==> src/rtl/imm_ext_defs.sv <==
// imm_ext_defs: shared mode and state encodings for the immediate-extension pipe
package imm_ext_defs;
    typedef enum logic [1:0] {
        MODE_SEXT   = 2'b00,
        MODE_ZEXT   = 2'b01,
        MODE_UPPER  = 2'b10,
        MODE_BRANCH = 2'b11
    } mode_t;
    typedef enum logic [1:0] {
        EMPTY = 2'b00,
        ONE   = 2'b01,
        TWO   = 2'b10
    } state_t;
endpackage

==> src/rtl/imm_ext_core.sv <==
// imm_ext_core: combinational immediate extension selected by mode
module imm_ext_core
    import imm_ext_defs::*;
#(
    parameter int IN_W  = 16,
    parameter int OUT_W = 32,
    parameter int SHIFT = 2
) (
    input  logic [IN_W-1:0]  imm,
    input  logic [1:0]       mode,
    output logic [OUT_W-1:0] data
);
    logic [OUT_W-1:0] sext, zext, upper;
    assign sext  = {{(OUT_W-IN_W){imm[IN_W-1]}}, imm};
    assign zext  = {{(OUT_W-IN_W){1'b0}}, imm};
    assign upper = {imm, {(OUT_W-IN_W){1'b0}}};
    always_comb
        data = mode == MODE_SEXT  ? sext  :
               mode == MODE_ZEXT  ? zext  :
               mode == MODE_UPPER ? upper : sext << SHIFT;
endmodule

==> src/rtl/imm_extend_pipe.sv <==
// imm_extend_pipe: 1-cycle immediate extension behind a valid/ready skid buffer
module imm_extend_pipe
    import imm_ext_defs::*;
#(
    parameter int IN_W  = 16,
    parameter int OUT_W = 32,
    parameter int SHIFT = 2
) (
    input  logic             clk,
    input  logic             rst_n,
    input  logic             in_valid,
    output logic             in_ready,
    input  logic [IN_W-1:0]  in_imm,
    input  logic [1:0]       in_mode,
    output logic             out_valid,
    input  logic             out_ready,
    output logic [OUT_W-1:0] out_data,
    output logic [1:0]       out_mode
);
    if (IN_W < 2 || OUT_W < IN_W + 2) begin : g_bad_params
        $error("imm_extend_pipe: need 2 <= IN_W and OUT_W >= IN_W+2");
    end

    state_t           state;
    logic [OUT_W-1:0] ext, sk_data;
    logic [1:0]       sk_mode;
    logic             in_go, out_go;

    imm_ext_core #(.IN_W(IN_W), .OUT_W(OUT_W), .SHIFT(SHIFT)) u_core (
        .imm  (in_imm),
        .mode (in_mode),
        .data (ext)
    );

    assign in_go     = in_valid & in_ready;
    assign out_valid = state != EMPTY;
    assign out_go    = out_valid & out_ready;

    // in_ready is registered so the upstream path never sees out_ready
    always_ff @(posedge clk) begin
        if (!rst_n) begin
            state    <= EMPTY;
            in_ready <= 1'b1;
            out_data <= '0;
            out_mode <= '0;
            sk_data  <= '0;
            sk_mode  <= '0;
        end else begin
            case (state)
                EMPTY: if (in_go) begin
                    out_data <= ext;
                    out_mode <= in_mode;
                    state    <= ONE;
                end
                ONE: if (in_go && out_go) begin
                    out_data <= ext;
                    out_mode <= in_mode;
                end else if (in_go) begin
                    sk_data  <= ext;
                    sk_mode  <= in_mode;
                    state    <= TWO;
                    in_ready <= 1'b0;
                end else if (out_go) begin
                    state    <= EMPTY;
                end
                TWO: if (out_go) begin
                    out_data <= sk_data;
                    out_mode <= sk_mode;
                    state    <= ONE;
                    in_ready <= 1'b1;
                end
                default: begin
                    state    <= EMPTY;
                    in_ready <= 1'b1;
                end
            endcase
        end
    end
endmodule

==> config.mk <==
export PLATFORM = sky130hd
export DESIGN_NAME = imm_extend_pipe
export DESIGN_NICKNAME = d
export VERILOG_FILES = /design/src/rtl/imm_ext_defs.sv /design/src/rtl/imm_ext_core.sv /design/src/rtl/imm_extend_pipe.sv
export SDC_FILE = /design/constraint.sdc
export NUM_CORES = 1
export LEC_CHECK = 0
export CAP_MARGIN = 5
export CORE_ASPECT_RATIO = 1.25
export CORE_UTILIZATION = 40
export CTS_CLUSTER_SIZE = 30
export DETAILED_ROUTE_END_ITERATION = 8
export PLACE_DENSITY = 0.67
export SYNTH_ARGS = -nofsm -noshare
export SYNTH_HDL_FRONTEND = slang
export SYNTH_SLANG_ARGS = --single-unit
export TNS_END_PERCENT = 10
==> constraint.sdc <==
create_clock -name clk -period 1.6 [get_ports clk]
set_input_delay 0.32 -clock clk [delete_from_list [all_inputs] [get_ports clk]]
set_output_delay 0.32 -clock clk [all_outputs]
set_load 0.02 [all_outputs]
==> impl_summary.md <==
Run status
The flow ran to the end, and the final reports show no timing, DRC or antenna violations.

STA
For the pin with the worst max-slew slack, the measured transition is 0.314 ns. The post-layout minimum cycle time is 1.53 ns. The worst slew margin relative to its limit is 78.9%. Derived from the worst setup path, the maximum achievable clock frequency is 656 MHz. Setup repair after global routing left no endpoint under its margin. The number of failing hold endpoints at the final stage is 0. The setup violation total in the final timing report is 0.

The number of max-slew violations in the final report is 0. Final hold analysis gives a worst-case slack of around 0.38 ns. The final total negative setup slack is 0 ns. The worst clock skew is between 0.01 and 0.015 ns.

The worst path uses 95.3% of the clock period.

Pwr
The worst vdd rail ir drop is 0.510 mV. The switching part of the total power is 29.4%. In this run the power spent charging and discharging nets is 1.22 mW. The cell-internal power is 2.94 mW.

The relative contribution of combinational cells to total power is 19.5%. The analysis attributes to cell leakage a power of 1.69 nW. The ratio of total power to cell area is 1010 nW/µm². The completed layout was analyzed and its total power is 4.17 mW. The clock network burns between 30% and 40% of the power.

Per report_power, the sequential group accounts for 46.9% of the total.

Die
The overall die area is 8010 µm². In this run the vertical extent of the chip is 99.8 µm. During I/O placement, the number of pins put on the boundary was 58. From left edge to right edge, the die measures 80.3 µm. The placeable core area is 7400 µm². The floorplan has 35 rows. The starting utilization of the core area is 41.4%.

Flow run
The number of violations of the max-capacitance limit is 0.

Cells and area
The post-layout net count is 463. 0 antenna diodes ended up in the layout. Relative to the synthesized area, the layout overhead comes to 34.5%. Measured on the finished design, the core utilization comes to a little under three fifths.

Cells with a size suffix above 1 make up 15.7% of the layout. Excluding fillers, the count of instances in the completed layout stands at 538. The total of fill cells in the finished design is 691.

Hold path
The path category of the worst min-delay check is input pin to register. Along the worst hold path, the cell count comes to 3. The worst hold path endpoint is out_mode[0]. The startpoint identified for the worst hold timing path is in_mode[0].

Detailed routing
Dividing the detail-routed wire length by the instance count gives 15.9 µm. The detailed-route vias per instance is roughly 5.5. The routed layout has 2,973 vias. The number of DRC violations after detailed routing is 0. The routed design has 8.55 mm of wire. The number of nets with antenna violations after detailed routing is 0. After the first detailed-routing iteration, the DRC count stood at 212.

The first detailed-routing pass took 4 iterations.

Global route
The first global-routing pass estimated approximately 14 mm of wire. Global routing consumed, over all layers together, 22.3% of the routing resources. The largest net degree at the start of global routing is 34. The via count of the first global-routing pass is around 2,800. The initial antenna violation count came to 0. Global routing finished with a remaining overflow of 0.

Clock network
The tree is rooted in a sky130_fd_sc_hd__clkbuf_8. In this run the deepest clock path goes through 2 buffers. The hold buffer count at CTS is 0. The insertion delay of the later-clocked pin in the worst-skew pair is 0.36 ns.

Buffers inserted during clock tree synthesis total 9. The clock tree from TritonCTS is done. The number of clock sinks is 71.

The clock-pin slew on the worst setup and hold paths is 0.08 ns. In this run the number of H-tree levels came out at 3.

Synthesis
The fraction of synthesized cell area taken by the top area cell type is 46.4%. Sorting the synthesized cells by area gives the leading types as sky130_fd_sc_hd__dfxtp_1 (46%), sky130_fd_sc_hd__o21ai_0 (6.9%), sky130_fd_sc_hd__nand2_1 (5.3%). The cell count after synthesis came out at about 370. The number of warnings printed during yosys synthesis is 0. After synthesis the netlist holds a flip-flop and latch count of 71. The average instance area after synthesis is 8.25 µm². The netlist uses 37 different library cells. The number of synthesized flops with an enable pin is 0. In the post-synthesis netlist, the cell with the most instances is sky130_fd_sc_hd__dfxtp_1. In the synthesized netlist, the cells that appear most often are sky130_fd_sc_hd__dfxtp_1 (71), sky130_fd_sc_hd__nand2_1 (43), sky130_fd_sc_hd__nor2_1 (43). The number of nets produced by synthesis is 393. Summed over all instances, the cell type with the most area after synthesis is sky130_fd_sc_hd__dfxtp_1. Of all flip-flops after synthesis, the portion carrying an async set or reset was 0%.

The most used flip-flop cell after synthesis is sky130_fd_sc_hd__dfxtp_1. The post-synth design cell area is 3060 µm². The part of the Yosys area used for sequential elements is between 40% and 50%.

Worst setup path
STA classifies the critical path startpoint as an input pin. Data on the critical path arrives at its endpoint at around 1.8 ns. The critical path's largest stage delay is approximately 0.56 ns.

The worst-path cell with the longest stage delay is sky130_fd_sc_hd__clkdlybuf4s50_1. The cell count of the worst reg-to-reg path is 4. By startpoint and endpoint, the worst setup path is classified as input pin to register.

The maximum fanout count along the critical path is 16. Data on the critical path is required at its endpoint by 1.85 ns. The signal on the critical path passes through clkdlybuf4s50_1 -> inv_1 -> buf_4 -> a22oi_1 -> o21ai_0 -> a22o_1. The terminus of the critical flop-to-flop path is out_data[9]. The startpoint identified for the worst register-to-register timing path is state[1]. The worst register-to-register path has a setup slack of about 0.08 ns. The capturing element type of the critical path is a register.

Placement
The number of buffers inserted by port buffering is 57. The final weighted congestion in routability-driven placement is 0.840. The number of placed instances with taps included is 517. The wire-length estimate of the detail-placed layout is 5.62 mm.
-- worst max-delay path, delay by kind of cell --
family	cells	cell delay, ns
buf+inv	3	0.86
compound gates	3	0.58
-- cell families (layout without fill, tap and decap cells) --
group	count (synthesis)	in the layout	share of synthesized area (%)
AO/OA/AOI/OAI	140	140	28.5
buffers and inverters	36	111	5.31
flip-flops	71	71	46.4
multiplexers	6	6	2.00
AND/OR/NAND/NOR	118	118	17.8
-- routing by layer --
layer	GRT usage, %	routed length [µm]	up-vias
met3	5.73	472	16
met4	11.0	229	0
met1	28.1	3810	1388
met2	35.4	4040	108
li1	-	-	1461
met5	0	0	-
-- area by class of cell --
type	instances	area (µm²)	area share [%]
tap	92	115	2.80
inverter	2	7.51	0.182
sequential	71	1430	34.8
clock inverter	4	27.5	0.668
clock buffer	12	166	4.04
multi-input combinational	264	1540	37.4
timing repair buffer	93	827	20.1
-- cell usage in the layout (no fill, tap or decap), drive strengths merged, types with 15 or more instances in the layout --
cell type | synthesis | layout
clkdlybuf4s50 | 0 | 18
a22o | 15 | 15
a21oi | 32 | 32
dlygate4sd2 | 0 | 36
o21ai | 43 | 43
dfxtp | 71 | 71
a211oi | 15 | 15
nand2 | 43 | 43
nor2 | 43 | 43
buf | 12 | 37
-- repair_timing --
| action | in CTS | in global routing |
|---|---|---|
| pin swaps | 0 | 2 |
| gates resized for setup | 48 | 16 |
| gates cloned | 2 | 0 |
| setup endpoints to repair | 87 | 64 |
| buffers inserted | 2 | 1 |
-- power by group through the flow --
stage	clock network, mW	logic (mW)	registers [mW]
3_3_place_gp	0	0.822	2.00
4_1_cts	1.41	0.799	1.96
3_5_place_dp	0	0.831	2.00
2_1_floorplan	0	0.367	2.08
6_report	1.40	0.811	1.96
5_1_grt	1.49	0.879	1.97
-- worst max path at each step --
stage | start | end | slack (ns) | cells after the start
2_1_floorplan | in_ready | out_data[11] | 0.004 | 6
3_3_place_gp | in_mode[0] | out_data[26] | -0.42 | 6
3_5_place_dp | out_ready | sk_data[12] | -0.45 | 7
4_1_cts | in_valid | out_data[26] | 0.008 | 7
5_1_grt | in_imm[15] | out_data[29] | 0.002 | 6
6_report | in_mode[1] | out_data[12] | 0.07 | 6
-- metrics by stage --
stage / cell area (µm²) / setup WS [ns]
2_1_floorplan: 3070 / 0.00432
3_3_place_gp: 3860 / -0.419
3_5_place_dp: 3860 / -0.451
4_1_cts: 4070 / 0.00804
5_1_grt: 4120 / 0.00208
6_report: 4120 / 0.0746
-- flip-flops by register name (all words and copies together) (netlist names) --
register and count:
out_data 32, sk_data 32, out_mode 2, sk_mode 2, state 2, in_ready 1
(Power assumes the default switching activity.)
